File: src/rtl/ad9914_update_sched.sv
// Round-robin update scheduler for the AD9914 channel controllers: one channel in flight at a time.
// Optional WAIT_DONE watchdog enabled by defining AD9914_SCHED_TIMEOUT_EN.
module ad9914_update_sched #(
    parameter int NUM_CH      = 4,
    parameter int FTW_W       = 32,
    parameter int BUSY_WAIT   = 16,
    parameter int TIMEOUT_CYC = 65536
) (
    input  logic                    clk,
    input  logic                    rst,
    input  logic [NUM_CH-1:0]       req_valid,
    output logic [NUM_CH-1:0]       req_ready,
    input  logic [NUM_CH*FTW_W-1:0] req_ftw_l,
    input  logic [NUM_CH*FTW_W-1:0] req_ftw_u,
    output logic [NUM_CH-1:0]       ch_update,
    output logic [NUM_CH*FTW_W-1:0] ch_lower_limit,
    output logic [NUM_CH*FTW_W-1:0] ch_upper_limit,
    input  logic [NUM_CH-1:0]       ch_busy,
    output logic                    done,
    output logic [2:0]              done_ch,
    output logic                    err,
    output logic                    idle,
    output logic [1:0]              dbg_state
);

    // Handshake: a request transfers on the clock edge where req_valid[k] and req_ready[k]
    // are both high; req_ready is combinational and only ever one-hot while the FSM is IDLE.

    localparam int BW_W = $clog2(BUSY_WAIT + 1);

    typedef enum logic [1:0] {
        S_IDLE      = 2'd0,
        S_ISSUE     = 2'd1,
        S_WAIT_BUSY = 2'd2,
        S_WAIT_DONE = 2'd3
    } state_t;

    if (NUM_CH < 2 || NUM_CH > 8 || BUSY_WAIT < 1 || TIMEOUT_CYC < 1) begin : g_param_check
        $error("ad9914_update_sched: parameter out of range");
    end

    state_t                  state_q;
    logic [2:0]              sel_q;
    logic [2:0]              rr_q;
    logic [NUM_CH-1:0]       upd_q;
    logic                    done_q;
    logic                    err_q;
    logic [2:0]              done_ch_q;
    logic [BW_W-1:0]         bw_cnt_q;
    logic [NUM_CH*FTW_W-1:0] lower_q;
    logic [NUM_CH*FTW_W-1:0] upper_q;
`ifdef AD9914_SCHED_TIMEOUT_EN
    localparam int TO_W = $clog2(TIMEOUT_CYC + 1);
    logic [TO_W-1:0]         to_cnt_q;
`endif

    logic [7:0]        req_ext;
    logic [7:0]        busy_ext;
    logic              grant_found;
    logic [2:0]        grant_idx;
    logic [3:0]        cand;
    logic [NUM_CH-1:0] grant_oh;
    logic              busy_sel;
    logic [2:0]        rr_next;

    assign req_ext  = 8'(req_valid);
    assign busy_ext = 8'(ch_busy);
    assign busy_sel = busy_ext[sel_q];
    assign rr_next  = (sel_q == 3'(NUM_CH - 1)) ? 3'd0 : sel_q + 3'd1;

    // First requester at or after the round-robin pointer, wrapping at NUM_CH.
    always_comb begin
        grant_found = 1'b0;
        grant_idx   = '0;
        cand        = '0;
        for (int i = 0; i < NUM_CH; i++) begin
            cand = {1'b0, rr_q} + 4'(i);
            if (cand >= 4'(NUM_CH)) begin
                cand = cand - 4'(NUM_CH);
            end
            if (!grant_found && req_ext[cand[2:0]]) begin
                grant_found = 1'b1;
                grant_idx   = cand[2:0];
            end
        end
    end

    assign grant_oh  = NUM_CH'(8'd1 << grant_idx);
    assign req_ready = (state_q == S_IDLE && grant_found) ? grant_oh : '0;
    assign idle      = (state_q == S_IDLE) && !(|req_valid);

    always_ff @(posedge clk or posedge rst) begin
        if (rst) begin
            state_q   <= S_IDLE;
            sel_q     <= '0;
            rr_q      <= '0;
            upd_q     <= '0;
            done_q    <= 1'b0;
            err_q     <= 1'b0;
            done_ch_q <= '0;
            bw_cnt_q  <= '0;
            lower_q   <= '0;
            upper_q   <= '0;
`ifdef AD9914_SCHED_TIMEOUT_EN
            to_cnt_q  <= '0;
`endif
        end else begin
            done_q <= 1'b0;
            err_q  <= 1'b0;
            case (state_q)
                S_IDLE: begin
                    if (grant_found) begin
                        sel_q <= grant_idx;
                        for (int i = 0; i < NUM_CH; i++) begin
                            if (grant_idx == 3'(i)) begin
                                lower_q[i*FTW_W +: FTW_W] <= req_ftw_l[i*FTW_W +: FTW_W];
                                upper_q[i*FTW_W +: FTW_W] <= req_ftw_u[i*FTW_W +: FTW_W];
                            end
                        end
                        state_q <= S_ISSUE;
                    end
                end
                S_ISSUE: begin
                    upd_q    <= NUM_CH'(8'd1 << sel_q);
                    bw_cnt_q <= '0;
                    state_q  <= S_WAIT_BUSY;
                end
                S_WAIT_BUSY: begin
                    if (busy_sel) begin
                        upd_q   <= '0;
`ifdef AD9914_SCHED_TIMEOUT_EN
                        to_cnt_q <= '0;
`endif
                        state_q <= S_WAIT_DONE;
                    end else if (bw_cnt_q == BW_W'(BUSY_WAIT - 1)) begin
                        // Controller never acknowledged: abandon the channel and move on.
                        upd_q     <= '0;
                        err_q     <= 1'b1;
                        done_ch_q <= sel_q;
                        rr_q      <= rr_next;
                        state_q   <= S_IDLE;
                    end else begin
                        bw_cnt_q <= bw_cnt_q + 1'b1;
                    end
                end
                S_WAIT_DONE: begin
                    if (!busy_sel) begin
                        done_q    <= 1'b1;
                        done_ch_q <= sel_q;
                        rr_q      <= rr_next;
                        state_q   <= S_IDLE;
                    end
`ifdef AD9914_SCHED_TIMEOUT_EN
                    else if (to_cnt_q == TO_W'(TIMEOUT_CYC - 1)) begin
                        err_q     <= 1'b1;
                        done_ch_q <= sel_q;
                        rr_q      <= rr_next;
                        state_q   <= S_IDLE;
                    end else begin
                        to_cnt_q <= to_cnt_q + 1'b1;
                    end
`endif
                end
                default: state_q <= S_IDLE;
            endcase
        end
    end

    assign ch_update      = upd_q;
    assign ch_lower_limit = lower_q;
    assign ch_upper_limit = upper_q;
    assign done           = done_q;
    assign err            = err_q;
    assign done_ch        = done_ch_q;
    assign dbg_state      = state_q;

endmodule
File: config.mk
export PLATFORM = sky130hd
export DESIGN_NAME = ad9914_update_sched
export DESIGN_NICKNAME = d
export VERILOG_FILES = /design/src/rtl/ad9914_update_sched.sv
export SDC_FILE = /design/constraint.sdc
export NUM_CORES = 1
export LEC_CHECK = 0
export CAP_MARGIN = 15
export CORE_AREA = 4 4 209 211
export CTS_BUF_LIST = sky130_fd_sc_hd__clkbuf_8
export DETAILED_ROUTE_END_ITERATION = 12
export DIE_AREA = 0 0 213 215
export PLACE_DENSITY = 0.6
export SYNTH_ARGS = -nofsm -noshare
export SYNTH_HDL_FRONTEND = slang
export SYNTH_SLANG_ARGS = --single-unit
File: constraint.sdc
create_clock -name clk -period 15.7 [get_ports clk]
set_clock_uncertainty 0.1 [all_clocks]
set_input_delay 3.14 -clock clk [delete_from_list [all_inputs] [get_ports clk]]
set_output_delay 3.14 -clock clk [all_outputs]
set_load 0.01 [all_outputs]
==> run summary, run 1 <==
The logs give 0 for the count of final max-slew check failures and 2.57 mW for the internal power. Traced cell by cell, the critical path runs through clkdlybuf4s50_1, mux4_2, a221oi_2, nand2_1, o32ai_2, nor2b_4, buf_4, clkdlybuf4s50_1. The run gives 14.9% as the global-route usage over all layers. Once layout is done, the placed cells without fillers occupy 18000 um^2. The flip-flop and latch count after synthesis came out at 278. In this run, the clock network consumes 18.3% of the power.

Port buffering added 537 buffers. TritonCTS built the clock tree. Among all stages on the critical path, the largest delay is contributed by sky130_fd_sc_hd__clkdlybuf4s50_1. When the netlist entered floorplanning its net count stood at 946. The delay of the slowest cell on the worst path came out at 0.68 ns.

In this run the worst hold path is classified as flip-flop to flip-flop. After legalization and detailed placement, the total HPWL measured 26.3 mm. The run gives 538 as the I/O pin count. The clock period could shrink to 10.06 ns. Relative to the synthesized area, the layout overhead comes to 62.0%. Setup violations remaining at the end of the flow were counted as 0. The required time at the worst-slack endpoint came out at 12.46 ns. Grouping stages by cell kind, the critical path spends the most delay in buffers and inverters. The final weighted congestion in routability-driven placement was 0.781; the via count normalized by instance count was 4.28. The number of clock sinks seen by CTS was 278; the ratio of cells with drive above 1 in the final layout was 23.9%. The total instance count after detailed placement is 1721.

In the finished design, the share of the clock period the worst path needs comes to 64.1%. The fraction of post-synthesis cell area in the top cell type by area was 62.7%. The number of global-route vias before repair is 8439, and the worst slew margin relative to its limit is 30.0%.

Sequential cells were found to cover 62.7% of the synthesized design area. The initial antenna violation count is 4, and the first-pass detailed-route iteration total is 4. The first global-routing pass estimated 52.4 mm of wire. By area the synthesized netlist is led by sky130_fd_sc_hd__dfrtp_1, sky130_fd_sc_hd__mux2_2, sky130_fd_sc_hd__mux2_4.

The run finished with clean final reports. The cell taking the most area after synthesis is sky130_fd_sc_hd__dfrtp_1. The x dimension of the die works out to 213 um. STA classifies the critical path startpoint as an input pin. The initial utilization of the core area, before any placement, comes to 26.6%. Together, buffers and inverters on the worst path number 3. In this run the static leakage power is 7.70 nW. After detailed routing, the number of remaining DRC violations is 0.

The die covers 45800 um^2. The tools report the standard cell core area as 41800 um^2. After the last flow step, the layout net total stands at 1509. Setup repair after global routing left no endpoint under its margin. The transition time of the tightest slew-check pin is 1.05 ns. Summed over all layers, the routed wires come to 35.4 mm.

The first routing iteration left 326 violations. The clock latency of the later-clocked register in the worst-skew pair was 0.58 ns; the routed wirelength normalized by instance count was 19.6 um. Overflow left after global routing: 0. In this run the clock root is driven by a sky130_fd_sc_hd__clkbuf_8. Number of vias in the routed layout: 7738. The floorplan row count was 75; the synthesis warning total was 0. In this run, post-CTS hold repair placed 0 buffers. Across the VDD grid, the largest voltage drop is 0.000113 V.

Setup total negative slack on the finished layout was measured at 0 ns. The H-tree was split into 2 levels. After clock tree synthesis, the clock-pin slew on the worst setup and hold paths is 0.05 ns. In this run the remaining antenna-violating nets after routing total 0.

In this run the vertical extent of the chip is 215 um. The largest net degree at the start of global routing is 158, and the combinational cell fraction of total power is 47.7%. The number of max-cap violations was 0.

The total clock buffers created by CTS was 51; the buffer depth of the longest clock path was 3. Along the worst path, the maximum fanout reaches 65. The nature of the critical path endpoint is an output pin. In this run the cell area measured after placement is 16900 um^2. The final hold violation count is 0, and the net switching component of the power is 1.18 mW. In this run the mean area of a mapped cell was 16.5 um^2. The post-CTS setup-driven buffer insertion count is 0, and the proportion of total power due to net switching is 31.4%. The tools report the post-cts gate resize count as 0. The relative contribution of sequential cells to total power was 33.9%; the power density relative to cell area was 208 nW/um^2. Classification of the worst setup path: input pin to output pin. After synthesis the cells add up to 11100 um^2.

The unique cell type count in the Yosys netlist is 42, and the non-filler instance count after layout is 1809. The logs give 6.82 ns for the critical path arrival and 0.0994 GHz for the maximum clock frequency. By instance count, the cell type seen most on the critical path is sky130_fd_sc_hd__clkdlybuf4s50_1. Synthesis produced 672 cells.
final timing paths:
kind | start | to | slack (ns) | cells past startpoint
max | req_valid[3] | req_ready[3] | 5.64 | 8
min | ch_upper_limit[94]$_DFFE_PP0P_ | ch_upper_limit[94]$_DFFE_PP0P_ | 0.38 | 1
max reg2reg | rr_q[0]$_DFFE_PP0P_ | ch_lower_limit[80]$_DFFE_PP0P_ | 11.42 | 9
max in group asynchronous | rst | ch_upper_limit[94]$_DFFE_PP0P_ | 11.09 | 3
min in group asynchronous | rst | ch_lower_limit[42]$_DFFE_PP0P_ | 3.00 | 2
min reg2reg | ch_upper_limit[94]$_DFFE_PP0P_ | ch_upper_limit[94]$_DFFE_PP0P_ | 0.38 | 1
flip-flops by register name (all words and copies together), names as in the netlist:
| name | flops |
|---|---|
| ch_update | 4 |
| ch_upper_limit | 128 |
| bw_cnt_q | 5 |
| err | 1 |
| ch_lower_limit | 128 |
| rr_q | 3 |
| sel_q | 3 |
| done | 1 |
| dbg_state | 2 |
| done_ch | 3 |
worst register-to-register path, delay by kind of cell, from the launching register on:
family	cells	cell delay, ns
buffers and inverters	2	0.89
muxes	2	0.81
and+or+nand+nor	3	0.78
DFF	1	0.65
AOI/OAI and AO/OA	1	0.50
adders and majority gates	1	0.45
power by group through the flow:
stage | clock network, mW | registers (mW) | logic [mW]
CTS | 0.716 | 1.27 | 1.83
finish | 0.686 | 1.27 | 1.79
floorplan | 0 | 1.42 | 0.716
global placement | 0 | 1.27 | 1.80
global route | 0.752 | 1.32 | 1.90
detailed placement | 0 | 1.28 | 1.82
metal layers:
| metal | global-route usage [%] | routed length (um) |
|---|---|---|
| met3 | 5.31 | 3010 |
| met2 | 26.0 | 18000 |
| met5 | 0 | 0 |
| met1 | 16.4 | 13200 |
| met4 | 5.93 | 1190 |
Yosys cell counts, drive strengths merged:
cell,n
or4,1
mux4,4
a21boi,1
a22o,4
and3,3
ha,8
dfrtp,278
mux2i,3
mux2,261
nand2b,2
or3,1
inv,10
nor3b,2
nand3b,1
o22ai,1
nor2b,4
a31oi,1
and2,1
buf,30
nand2,12
a221o,1
nand4,2
nand3,5
a221oi,1
nor2,11
o31ai,2
a21oi,3
o21ai,8
and4b,1
o22a,1
a21o,2
clkbuf,2
xor2,2
or2,2
o32ai,1
area by class of cell:
| cell class | instances | area, um^2 |
|---|---|---|
| antenna | 4 | 10.0 |
| clock buffer | 66 | 908 |
| clock inverter | 18 | 98.8 |
| fill | 3857 | 23800 |
| inverter | 10 | 45.0 |
| multi-input combinational | 352 | 3840 |
| sequential | 278 | 6960 |
| tap | 539 | 674 |
| timing repair buffer | 542 | 5430 |
layout by cell type, fill, tap and decap left out, drive strengths merged, types with 4 or more instances in the layout:
cell           count
a22o               4
buf                5
clkbuf            66
clkdlybuf4s50    537
clkinv             4
dfrtp            278
diode              4
ha                 8
inv               23
mux2             261
mux4               4
nand2             12
nand3              5
nor2              11
nor2b              4
o21ai              8
cells by family (layout without fill, tap and decap cells):
family,count (synthesis),in the layout,synth area share [%]
flip-flops,278,278,62.7
XOR/XNOR,2,2,0.158
adder cells (fa/ha/maj),8,8,0.903
multiplexers,268,268,29.3
AND/OR/NAND/NOR,48,48,2.28
buffers and inverters,42,636,2.83
AO/OA/AOI/OAI,26,26,1.82
other,0,4,0
metrics by stage:
| stage | utilization [%] | setup WS [ns] | power [mW] | hold WS [ns] |
|---|---|---|---|---|
| after floorplan | - | 4.79 | 2.13 | 0.369 |
| after global placement | 40.6 | 5.71 | 3.07 | 0.367 |
| after detailed placement | 40.6 | 5.61 | 3.10 | 0.374 |
| after CTS | 43.0 | 5.62 | 3.82 | 0.386 |
| after global routing | 43.0 | 5.47 | 3.98 | 0.393 |
| final | 43.0 | 5.64 | 3.74 | 0.380 |
Note: power is estimated with default switching activity, not from simulation.
==> inputs of run 2 (changes only) <==
--- a/config.mk
+++ b/config.mk
@@ -10,7 +10,7 @@
 export CTS_BUF_LIST = sky130_fd_sc_hd__clkbuf_8
 export DETAILED_ROUTE_END_ITERATION = 12
 export DIE_AREA = 0 0 213 215
-export PLACE_DENSITY = 0.6
+export PLACE_DENSITY = 0.62
 export SYNTH_ARGS = -nofsm -noshare
 export SYNTH_HDL_FRONTEND = slang
 export SYNTH_SLANG_ARGS = --single-unit
==> constraint.sdc (replaced) <==
create_clock -name clk -period 8.3 [get_ports clk]
set_clock_uncertainty 0.1 [all_clocks]
set_input_delay 1.66 -clock clk [delete_from_list [all_inputs] [get_ports clk]]
set_output_delay 1.66 -clock clk [all_outputs]
set_load 0.01 [all_outputs]
==> run summary, run 2 (same netlist as run 1, synthesis figures left out) <==
IR analysis of the VDD net gives a maximum drop of 0.000205 V. The first detailed-routing pass ran for 4 iterations. The die span in y was 215 um.

Setup slack on the worst reg-to-reg path comes out at 4.19 ns. At the pin with the least slew margin, the transition time is 1.10 ns. In the final design database the tool counted 1511 nets. During I/O placement, the number of pins put on the boundary was 538. The logs give 75 for the floorplan row count and 1.61 ns for the worst setup slack after layout. The flow ran to the end, and the final reports show no timing, DRC or antenna violations. In this run, CTS created clock tree buffers numbering 51. For this run, global-route usage on met1 was measured as 15.9%. The remaining antenna violation count after routing was 0; the met3 usage was 5.79%. For the number of global-route vias before repair, the log shows 8417. Number of setup violations in the final report: 0. Classification of the worst setup path: input pin to output pin.

The met2 track demand over resource in global routing was 25.8%. The tools report the count of final max-slew check failures as 0. Counting I/O delays and the setup requirement, the final critical path takes 6.69 ns. The combinational cell fraction of total power was 47.4%.

The worst hold path belongs to the class flip-flop to flip-flop. Wire length of the first global-routing pass: 51.8 mm. Sequential cells account for 33.4% of the total power. In the layout the commonest cells are sky130_fd_sc_hd__clkdlybuf4s50_1, sky130_fd_sc_hd__dfrtp_1, sky130_fd_sc_hd__mux2_2, sky130_fd_sc_hd__clkbuf_8, sky130_fd_sc_hd__mux2_4. For the worst-skew pair, the clock arrives at the later sink with an insertion delay of 0.59 ns.

The HPWL after detailed placement was 26.1 mm; the CTS clock-pin slew for the worst setup and hold paths was 0.06 ns. Clock root buffer: sky130_fd_sc_hd__clkbuf_8. STA classifies the critical path endpoint as an output pin. The final hold violation count is 0, and the non-filler instance count after layout is 1818.

Based on the critical path, the design can be clocked at up to 0.149 GHz. The number of hold buffers added after CTS was 0. Data on the critical path arrives at its endpoint at 4.93 ns.

The maximum level of the CTS H-tree came out at 2. The routed wirelength normalized by instance count was 19.2 um. The tools report the post-CTS setup-driven buffer insertion count as 0.

Overflow left after global routing: 0. The global-route usage over all layers came out at 14.6%. After detailed routing, the total wire length is 34.8 mm.

The period utilization was 80.6%; the ratio of cells with drive above 1 in the final layout was 24.4%. The initial antenna violation count came out at 2. The via count normalized by instance count was 4.26; the maximum fanout along the worst path was 23.

For the total instance count after detailed placement, the log shows 1723. The worst setup path is launched from an input pin. The routed layout has 7740 vias. The most used routing layer in global routing is met2. Leaving out fill and tap cells, the most frequent cell in the layout is sky130_fd_sc_hd__clkdlybuf4s50_1.

The run gives 3 as the buffer depth of the longest clock path. Internal power comes to 4.92 mW. Measured against its own limit, the worst slew margin works out to 27.0%. After detailed routing, the number of remaining DRC violations is 0. In this run the tool buffered the top-level ports with 537 buffer cells. STA puts the critical path data required time at 6.54 ns.

The initial utilization of the core area, before any placement, comes to 26.6%. Summed over all failing endpoints, the final setup total negative slack is 0 ns. After detailed placement, the total cell area comes to 17000 um^2. Setup repair after global routing left no endpoint under its margin. The number of clock sinks seen by CTS was 278; the worst slack at placement was 1.55 ns. The run gives 7.77 nW as the static leakage. TritonCTS built the clock tree. The proportion of total power due to net switching works out to 31.1%.

Entering global routing, the biggest net connects 142 pins. Power density relative to cell area: 395 nW/um^2. The floorplan step defined a die boundary enclosing 45800 um^2. The logs give 0.777 for the final weighted congestion in routability-driven placement and 18100 um^2 for the cell area after layout.

The number of max-cap violations is 0, and the net switching component of the power is 2.23 mW. The region available for standard cell placement spans 41800 um^2. The synthesis-to-layout area growth came out at 63.1%.

The starting DRC count in detailed routing is 385. Post-CTS repair changed the size of 0 cells. Hold is met by 0.382 ns. The part of the power in the clock network was 19.2%.

The x dimension of the die was 213 um.
==> run 2: cell count changes in the layout (fill, tap and decap cells not counted) <==
cell	delta
sky130_fd_sc_hd__buf_12	+1
sky130_fd_sc_hd__buf_4	+1
sky130_fd_sc_hd__clkbuf_8	+6
sky130_fd_sc_hd__clkinv_2	-1
sky130_fd_sc_hd__clkinvlp_4	+2
sky130_fd_sc_hd__diode_2	-3
sky130_fd_sc_hd__inv_1	+3
sky130_fd_sc_hd__inv_6	+1
sky130_fd_sc_hd__inv_8	-1
==> run 2: final cells by class <==
cell class | count | area (um^2)
inverters | 10 | 41.3
multi-input cells | 352 | 3840
clock buffers | 72 | 991
diodes | 1 | 2.50
flip-flops and latches | 278 | 6960
fillers | 3805 | 23700
repair buffers | 544 | 5450
well taps | 539 | 674
clock inverters | 22 | 121
==> run 2: worst paths after layout <==
path	startpoint	end	cells past startpoint
max in group asynchronous	rst	ch_lower_limit[98]$_DFFE_PP0P_	4
hold reg to reg	ch_upper_limit[72]$_DFFE_PP0P_	ch_upper_limit[72]$_DFFE_PP0P_	1
hold / removal	ch_upper_limit[72]$_DFFE_PP0P_	ch_upper_limit[72]$_DFFE_PP0P_	1
setup reg to reg	rr_q[0]$_DFFE_PP0P_	ch_upper_limit[20]$_DFFE_PP0P_	9
min in group asynchronous	rst	ch_upper_limit[111]$_DFFE_PP0P_	3
setup / recovery	req_valid[3]	req_ready[2]	8
==> run 2: power groups by stage <==
stage	combinational (mW)	sequential (mW)	clock (mW)
final	3.39	2.39	1.37
after global routing	3.61	2.49	1.50
after CTS	3.46	2.40	1.44
after detailed placement	3.44	2.42	0
after global placement	3.41	2.39	0
after floorplan	1.35	2.68	0
==> run 2: per-layer routing <==
metal / vias up / share of wire, %
met5: - / 0.034
met1: 3809 / 37
met2: 317 / 51
met4: 2 / 2.8
li1: 3539 / -
met3: 73 / 9.8
==> run 2: critical path: stages <==
cell and delay [ns]:
sky130_fd_sc_hd__clkdlybuf4s50_1 0.56, sky130_fd_sc_hd__mux4_2 0.55, sky130_fd_sc_hd__a221oi_2 0.30, sky130_fd_sc_hd__nand2_1 0.11, sky130_fd_sc_hd__o32ai_2 0.47, sky130_fd_sc_hd__nor3b_4 0.25, sky130_fd_sc_hd__buf_4 0.33, sky130_fd_sc_hd__clkdlybuf4s50_1 0.69
==> run 2: through the flow <==
stage | utilization [%] | power [mW]
2_1_floorplan | - | 4.04
3_3_place_gp | 40.6 | 5.80
3_5_place_dp | 40.6 | 5.86
4_1_cts | 43.3 | 7.29
5_1_grt | 43.3 | 7.60
6_report | 43.3 | 7.15
